**config.mk**
```make
export PLATFORM = sky130hd
export DESIGN_NAME = mac_rx_flat
export DESIGN_NICKNAME = d
export VERILOG_FILES = /design/src/rtl/mac_rx_if.sv /design/src/rtl/mac_rx.sv /design/src/flat_wrapper.sv
export SDC_FILE = /design/constraint.sdc
export NUM_CORES = 1
export LEC_CHECK = 0
export BUFFER_PORTS_ARGS = -buffer_cell sky130_fd_sc_hd__buf_2
export CAP_MARGIN = 10
export CORE_ASPECT_RATIO = 1.75
export CORE_MARGIN = 4
export CORE_UTILIZATION = 40
export DETAILED_ROUTE_END_ITERATION = 6
export SLEW_MARGIN = 20
export SYNTH_ARGS = -nofsm -noshare
export SYNTH_HDL_FRONTEND = slang
export SYNTH_SLANG_ARGS = --single-unit
```
**constraint.sdc**
```tcl
create_clock -name clk_20mhz -period 7 [get_ports clk_20mhz]
set_input_delay 0.35 -clock clk_20mhz [delete_from_list [all_inputs] [get_ports clk_20mhz]]
set_output_delay 0.35 -clock clk_20mhz [all_outputs]
set_load 0.05 [all_outputs]
```
**src/rtl/mac_rx_if.sv**
```systemverilog
// -----------------------------------------------------------------------------
// mac_rx_if: signal bundle between the 10BASE-T receive framer, the PLS
// receive decoder and the MAC receive buffer.
//
//   crs       PLS -> framer   carrier sense, high for the whole burst
//   rxdv      PLS -> framer   one-cycle strobe marking a valid bit on rxd
//   rxd       PLS -> framer   decoded receive bit
//   rx_ack    bus -> framer   one-cycle "buffer consumed" pulse
//   buf_we    framer -> buf   buffer write strobe
//   buf_addr  framer -> buf   buffer word address (word 0 = status)
//   buf_dat   framer -> buf   buffer write data
//   rxfull    framer -> bus   frame available / interrupt source
//
// master: the framer side. slave: the PLS/buffer/bus environment.
// -----------------------------------------------------------------------------
interface mac_rx_if;
    logic        crs;
    logic        rxdv;
    logic        rxd;
    logic        rx_ack;
    logic        buf_we;
    logic [8:0]  buf_addr;
    logic [31:0] buf_dat;
    logic        rxfull;

    modport master (
        input  crs, rxdv, rxd, rx_ack,
        output buf_we, buf_addr, buf_dat, rxfull
    );

    modport slave (
        output crs, rxdv, rxd, rx_ack,
        input  buf_we, buf_addr, buf_dat, rxfull
    );
endinterface

```
**src/rtl/mac_rx.sv**
```systemverilog
// -----------------------------------------------------------------------------
// mac_rx: 10BASE-T receive framer.
//
// Strips preamble/SFD from the decoded bit stream, packs frame bits LSB-first
// into 32-bit buffer words starting at word 1, runs the serial FCS check and
// writes a length/status word to word 0, then holds rxfull until rx_ack.
//
// Ports:
//   clk_20mhz  bit-rate clock (only clock)
//   rst_i      asynchronous, active-high reset
//   bus        mac_rx_if.master (crs/rxdv/rxd/rx_ack in,
//              buf_we/buf_addr/buf_dat/rxfull out, all registered)
//
// Status word: [11:0] byte length (incl. FCS, saturating at 4095),
//   [16] crc_ok, [17] runt, [18] too_long, [19] dribble, [31:24] dropcnt.
// -----------------------------------------------------------------------------
module mac_rx (
    input  logic     clk_20mhz,
    input  logic     rst_i,
    mac_rx_if.master bus
);

    localparam logic [31:0] CRC_POLY    = 32'h04C1_1DB7;
    localparam logic [31:0] CRC_INIT    = 32'hFFFF_FFFF;
    localparam logic [31:0] CRC_RESIDUE = 32'hC704_DD7B;

    typedef enum logic [2:0] {
        S_IDLE,
        S_PREAMBLE,
        S_DATA,
        S_FLUSH,
        S_STATUS,
        S_DISCARD
    } state_t;

    state_t      state_q,     state_d;
    logic        crs_q,       crs_d;
    logic [2:0]  pre_cnt_q,   pre_cnt_d;     // alternating preamble bits seen, saturating
    logic        prev_bit_q,  prev_bit_d;
    logic [14:0] bitcnt_q,    bitcnt_d;
    logic [31:0] crc_q,       crc_d;
    logic [31:0] crc_byte_q,  crc_byte_d;
    logic [31:0] word_q,      word_d;
    logic        too_long_q,  too_long_d;
    logic [7:0]  dropcnt_q,   dropcnt_d;
    logic        buf_we_q,    buf_we_d;
    logic [8:0]  buf_addr_q,  buf_addr_d;
    logic [31:0] buf_dat_q,   buf_dat_d;
    logic        rxfull_q,    rxfull_d;
    logic        status_wr_q, status_wr_d;   // status word is on the bus this cycle

    logic [31:0] crc_next;
    logic [14:0] bitcnt_inc;
    logic [31:0] word_ins;
    logic [10:0] flush_addr;
    logic [11:0] len_bytes;
    logic [31:0] status_word;

    assign crc_next = (crc_q[31] ^ bus.rxd) ? ({crc_q[30:0], 1'b0} ^ CRC_POLY)
                                            :  {crc_q[30:0], 1'b0};

    assign bitcnt_inc = (bitcnt_q == 15'h7FFF) ? bitcnt_q : bitcnt_q + 15'd1;

    // One extra address bit so a flush past word 1023 is still seen as oversize.
    assign flush_addr = {1'b0, bitcnt_q[14:5]} + 11'd1;

    // A 15-bit count shifted right by 3 never exceeds 4095, so this saturates by itself.
    assign len_bytes = bitcnt_q[14:3];

    assign status_word = {dropcnt_q,
                          4'b0000,
                          (bitcnt_q[2:0] != 3'd0),
                          too_long_q,
                          (len_bytes < 12'd64),
                          (crc_byte_q == CRC_RESIDUE),
                          4'b0000,
                          len_bytes};

    // NOTE: every variable written in an always_comb gets a value before any
    // branch; otherwise a path that skips it infers a latch.
    always_comb begin
        word_ins                  = word_q;
        word_ins[bitcnt_q[4:0]]   = bus.rxd;
    end

    always_comb begin
        state_d     = state_q;
        crs_d       = bus.crs;
        pre_cnt_d   = pre_cnt_q;
        prev_bit_d  = prev_bit_q;
        bitcnt_d    = bitcnt_q;
        crc_d       = crc_q;
        crc_byte_d  = crc_byte_q;
        word_d      = word_q;
        too_long_d  = too_long_q;
        dropcnt_d   = dropcnt_q;
        buf_we_d    = 1'b0;
        buf_addr_d  = buf_addr_q;
        buf_dat_d   = buf_dat_q;
        status_wr_d = 1'b0;

        // Set has priority so an ack racing the status write cannot lose a frame.
        if (status_wr_q) begin
            rxfull_d = 1'b1;
        end else if (bus.rx_ack) begin
            rxfull_d = 1'b0;
        end else begin
            rxfull_d = rxfull_q;
        end

        unique case (state_q)
            S_IDLE: begin
                if (bus.crs && !crs_q) begin
                    // status_wr_q covers the one cycle before rxfull_q catches up.
                    if (rxfull_q || status_wr_q) begin
                        state_d = S_DISCARD;
                        if (dropcnt_q != 8'hFF) begin
                            dropcnt_d = dropcnt_q + 8'd1;
                        end
                    end else begin
                        state_d   = S_PREAMBLE;
                        pre_cnt_d = 3'd0;
                    end
                end
            end

            S_PREAMBLE: begin
                if (!bus.crs) begin
                    state_d = S_IDLE;
                end else if (bus.rxdv) begin
                    prev_bit_d = bus.rxd;
                    if (pre_cnt_q != 3'd0 && bus.rxd == prev_bit_q) begin
                        // "11" after a long enough alternating run is the SFD tail.
                        if (bus.rxd && pre_cnt_q >= 3'd6) begin
                            state_d    = S_DATA;
                            bitcnt_d   = 15'd0;
                            crc_d      = CRC_INIT;
                            crc_byte_d = CRC_INIT;
                            word_d     = 32'd0;
                            too_long_d = 1'b0;
                        end else begin
                            state_d = S_DISCARD;
                        end
                    end else if (pre_cnt_q != 3'd7) begin
                        pre_cnt_d = pre_cnt_q + 3'd1;
                    end
                end
            end

            S_DATA: begin
                // A bit coincident with carrier loss is still taken before flushing.
                if (bus.rxdv) begin
                    word_d   = word_ins;
                    crc_d    = crc_next;
                    bitcnt_d = bitcnt_inc;
                    if (bitcnt_inc[2:0] == 3'd0) begin
                        crc_byte_d = crc_next;
                    end
                    if (bitcnt_inc[4:0] == 5'd0) begin
                        word_d = 32'd0;
                        if (bitcnt_inc[14:5] > 10'd511) begin
                            too_long_d = 1'b1;
                        end else begin
                            buf_we_d   = 1'b1;
                            buf_addr_d = bitcnt_inc[13:5];
                            buf_dat_d  = word_ins;
                        end
                    end
                end
                if (!bus.crs) begin
                    state_d = S_FLUSH;
                end
            end

            S_FLUSH: begin
                if (bitcnt_q[4:0] != 5'd0) begin
                    if (flush_addr > 11'd511) begin
                        too_long_d = 1'b1;
                    end else begin
                        buf_we_d   = 1'b1;
                        buf_addr_d = flush_addr[8:0];
                        buf_dat_d  = word_q;
                    end
                end
                state_d = S_STATUS;
            end

            S_STATUS: begin
                buf_we_d    = 1'b1;
                buf_addr_d  = 9'd0;
                buf_dat_d   = status_word;
                status_wr_d = 1'b1;
                dropcnt_d   = 8'd0;
                state_d     = S_IDLE;
            end

            S_DISCARD: begin
                if (!bus.crs) begin
                    state_d = S_IDLE;
                end
            end

            default: state_d = S_IDLE;
        endcase
    end

    // NOTE: sequential state uses non-blocking assignments so every flop
    // samples the pre-edge value of every other flop, independent of order.
    always_ff @(posedge clk_20mhz or posedge rst_i) begin
        if (rst_i) begin
            state_q     <= S_IDLE;
            crs_q       <= 1'b0;
            pre_cnt_q   <= 3'd0;
            prev_bit_q  <= 1'b0;
            bitcnt_q    <= 15'd0;
            crc_q       <= 32'd0;
            crc_byte_q  <= 32'd0;
            word_q      <= 32'd0;
            too_long_q  <= 1'b0;
            dropcnt_q   <= 8'd0;
            buf_we_q    <= 1'b0;
            buf_addr_q  <= 9'd0;
            buf_dat_q   <= 32'd0;
            rxfull_q    <= 1'b0;
            status_wr_q <= 1'b0;
        end else begin
            state_q     <= state_d;
            crs_q       <= crs_d;
            pre_cnt_q   <= pre_cnt_d;
            prev_bit_q  <= prev_bit_d;
            bitcnt_q    <= bitcnt_d;
            crc_q       <= crc_d;
            crc_byte_q  <= crc_byte_d;
            word_q      <= word_d;
            too_long_q  <= too_long_d;
            dropcnt_q   <= dropcnt_d;
            buf_we_q    <= buf_we_d;
            buf_addr_q  <= buf_addr_d;
            buf_dat_q   <= buf_dat_d;
            rxfull_q    <= rxfull_d;
            status_wr_q <= status_wr_d;
        end
    end

    assign bus.buf_we   = buf_we_q;
    assign bus.buf_addr = buf_addr_q;
    assign bus.buf_dat  = buf_dat_q;
    assign bus.rxfull   = rxfull_q;

endmodule

```
**src/flat_wrapper.sv**
```systemverilog
// flat-port wrapper written by rule: the top's interface ports become plain ports
module mac_rx_flat 
  (clk_20mhz, rst_i, bus_crs, bus_rxdv, bus_rxd, bus_rx_ack, bus_buf_we, bus_buf_addr, bus_buf_dat, bus_rxfull);
  mac_rx_if bus_i ();
  input  logic clk_20mhz;
  input  logic rst_i;
  input wire logic [$bits(bus_i.crs)-1:0] bus_crs;
  input wire logic [$bits(bus_i.rxdv)-1:0] bus_rxdv;
  input wire logic [$bits(bus_i.rxd)-1:0] bus_rxd;
  input wire logic [$bits(bus_i.rx_ack)-1:0] bus_rx_ack;
  output wire logic [$bits(bus_i.buf_we)-1:0] bus_buf_we;
  output wire logic [$bits(bus_i.buf_addr)-1:0] bus_buf_addr;
  output wire logic [$bits(bus_i.buf_dat)-1:0] bus_buf_dat;
  output wire logic [$bits(bus_i.rxfull)-1:0] bus_rxfull;
  assign bus_i.crs = bus_crs;
  assign bus_i.rxdv = bus_rxdv;
  assign bus_i.rxd = bus_rxd;
  assign bus_i.rx_ack = bus_rx_ack;
  assign bus_buf_we = bus_i.buf_we;
  assign bus_buf_addr = bus_i.buf_addr;
  assign bus_buf_dat = bus_i.buf_dat;
  assign bus_rxfull = bus_i.rxfull;
  mac_rx u_core (.clk_20mhz(clk_20mhz), .rst_i(rst_i), .bus(bus_i));
endmodule
```
==> flow_summary.json <==
{
  "outcome": "finished, violations left",
  "violations": "DRC",
  "p_seq_frac": 0.433,
  "rows": 71,
  "grt_start_max_net_pins": 104,
  "drv_cap": 0,
  "hpwl_um": 15700,
  "finalSetupViolCount": 0,
  "dieHeight_um": 204,
  "synth-seq-area-share": 0.488,
  "synth_top_area_cell": "dfrtp_1",
  "dieArea_um2": 24600,
  "switchingPower_uw": 1070,
  "hold_buffers": 0,
  "first_iter_violations": 613,
  "cp-start-kind": "flip-flop",
  "wl_per_cell_um": 18.8,
  "worstPathMaxFanout": 26,
  "clockPowerShare": 0.309,
  "diodes": 0,
  "routed_wl_um": 23200,
  "first_global_vias": 6853,
  "ioPinCount": 49,
  "antenna_found_initial": 0,
  "preCtsSetupSlack_ps": 2610,
  "worst_slack_ps": 2600,
  "syn_to_final_growth_pct": 12.2,
  "swShare": 0.347,
  "slew_viol_final": 0,
  "yosysWarnings": 0,
  "skew_ps": 10.7,
  "coreArea_um2": 21600,
  "crit_path_end_kind": "flip-flop",
  "vias": 6990,
  "drt_first_pass_iters": 7,
  "crit_required_ps": 7330,
  "cts.sinks": 172,
  "fin_hold_ws_ps": 116,
  "fin_total_pwr_uw": 3090,
  "grt_pass1_wl_um": 38000,
  "clk_pin_slew_ps": 70,
  "numCtsBuffers": 17,
  "synth_edf_count": 0,
  "ys_ff_latch": 172,
  "placement.io_buffers": 48,
  "nets": 943,
  "synthDistinctLibCells": 58,
  "drc_errors": 3,
  "htree_levels": 4,
  "grtUsageTotal": 0.197,
  "syn_avg_cell_area_um2": 9.64,
  "min_period_ps": 4400,
  "slew_headroom": 0.301,
  "synthTopCellsByArea": "dfrtp_1 (49%), o21ai_0 (6.5%), mux2i_1 (4.8%)",
  "fmax_mhz": 227,
  "crit_arrival_ps": 4720,
  "worstHoldPathType": "in -> async",
  "gp_congestion": 0.896,
  "setup_tns_ps": 0,
  "rsz0062_at_grt": "false",
  "drtAntennaViolNets": 0,
  "drive_above_1_share": 0.137,
  "hold_viol_final": 0,
  "synth_top_area_share": 0.488,
  "synth-async-reset-ratio": 1.00,
  "tightest_slew_ps": 1050,
  "p_per_area_nw_per_um2": 312,
  "clock_path_buffers": 2,
  "initial_core_util": 0.409,
  "yosys_most_used_dff": "dfrtp_1",
  "crit_type": "reg -> reg",
  "p_int_uw": 2020,
  "gr-total-overflow": 0,
  "netlist_instances": 915,
  "syn_nets": 931,
  "via_per_inst": 5.67,
  "p_leak_uw": 0.00441,
  "root_buffer": "clkbuf_16",
  "die_w_um": 120,
  "clock_latency_ps": 440,
  "ir_worst_vdd_mv": 0.170,
  "final_core_util": 0.459,
  "syn_area_um2": 8820,
  "cts_tree": "done",
  "cts_resized": 0,
  "comb_power_share": 0.258,
  "fin_crit_sh": 0.628,
  "post-cts-setup-buffer-count": 0
}
cell type report:
type | instances | area (um^2)
Inverter | 55 | 211
Clock inverter | 14 | 160
Sequential cell | 172 | 4300
Multi-Input combinational cell | 617 | 4070
Clock buffer | 18 | 429
Timing Repair Buffer | 64 | 360
Fill cell | 2056 | 11700
Tap cell | 292 | 365
synth_stat cells, drive strengths merged, types with 3 or more instances:
library cell and n:
clkbuf 54, xor2 6, o32a 8, a222oi 19, a22oi 6, mux2i 42
o21ai 117, a31oi 20, ha 10, and2 3, a22o 35, and3 10
inv 53, nand3 19, mux2 28, a21oi 27, buf 17, a221o 9
nand4 7, nor3 15, nand2 73, dfrtp 172, nor2 86, nand2b 8
nor4 11, and4 3, a311oi 3, xnor2 20
placed cells by master (no fill, tap or decap), types with 8 or more instances in the layout:
cell and instances:
dfrtp_1 172, mux2_2 18, nor2_1 84, buf_4 16, inv_1 52, o32a_1 8
a221o_1 9, clkbuf_16 17, nor3_1 13, nand2_1 73, ha_1 10, nor4_1 10
and3_1 10, nand3_1 19, a21oi_1 27, nand2b_1 8, a31oi_1 20, xnor2_1 20
a222oi_1 19, mux2i_1 42, mux2_1 10, o21ai_0 114, buf_2 48, a22o_1 35
power groups by stage:
stage                     registers (uW)  logic (uW)  clock network, uW
after floorplan                     1500         464                  0
after global placement              1350         798                  0
after detailed placement            1360         806                  0
after CTS                           1340         809                979
after global routing                1370         880               1020
final                               1340         797                956
routing by layer:
metal  track usage  share of wire  vias up  routed length (um)
met5             0              0        -                   0
met4         0.102          0.047        0                1090
met3        0.0366          0.037       54                 851
met2         0.332           0.51      176               11900
met1         0.239           0.41     3445                9410
li1              -              -     3315                   -
metrics by stage:
step,cells,instance area (um^2)
after detailed placement,1200,9310
after global routing,1232,9900
after CTS,1232,9900
after global placement,1200,9310
after floorplan,915,8820
final,1232,9900
critical path, stage by stage, from the launching register on:
cell     delay, ps
dfrtp_1        480
ha_1           340
nand4_1        330
nor4_4         540
mux2i_1        270
o41a_1         680
nor3_4         740
buf_4          490
mux2_2         380
path summary, 6_finish.rpt:
path / end / slack, ps / from / depth (start not counted)
max in group asynchronous: u_core.bus.buf_dat[20]$_DFFE_PP0P_ / 5380 / rst_i / 3
setup / recovery: u_core.bus.buf_dat[19]$_DFFE_PP0P_ / 2600 / u_core.bitcnt_q[0]$_DFFE_PP0P_ / 8
hold reg to reg: u_core.bus.rxfull$_DFFE_PP0P_ / 460 / u_core.status_wr_q$_DFF_PP0_ / 1
min in group clk_20mhz: u_core.crs_q$_DFF_PP0_ / 140 / bus_crs / 1
hold / removal: u_core.prev_bit_q$_DFFE_PP0P_ / 120 / rst_i / 2
setup reg to reg: u_core.bus.buf_dat[19]$_DFFE_PP0P_ / 2600 / u_core.bitcnt_q[0]$_DFFE_PP0P_ / 8
sequential cells by signal (all words and copies together) (netlist names):
register             count
u_core.bitcnt_q         15
u_core.bus.buf_addr      9
u_core.bus.buf_dat      32
u_core.bus.buf_we        1
u_core.bus.rxfull        1
u_core.crc_byte_q       32
u_core.crc_q            32
u_core.crs_q             1
u_core.dropcnt_q         8
u_core.pre_cnt_q         3
u_core.prev_bit_q        1
u_core.state_q           3
u_core.status_wr_q       1
u_core.too_long_q        1
u_core.word_q           32
cell families (layout without fill, tap and decap cells):
logic type	count (synthesis)	in the layout	share of synthesized area
fa+ha+maj	10	10	0.0142
flops	172	172	0.488
compound gates	266	266	0.201
simple gates	245	245	0.131
mux	70	70	0.0834
buf+inv	126	151	0.0569
xor+xnor	26	26	0.0258
(Power assumes the default switching activity.)
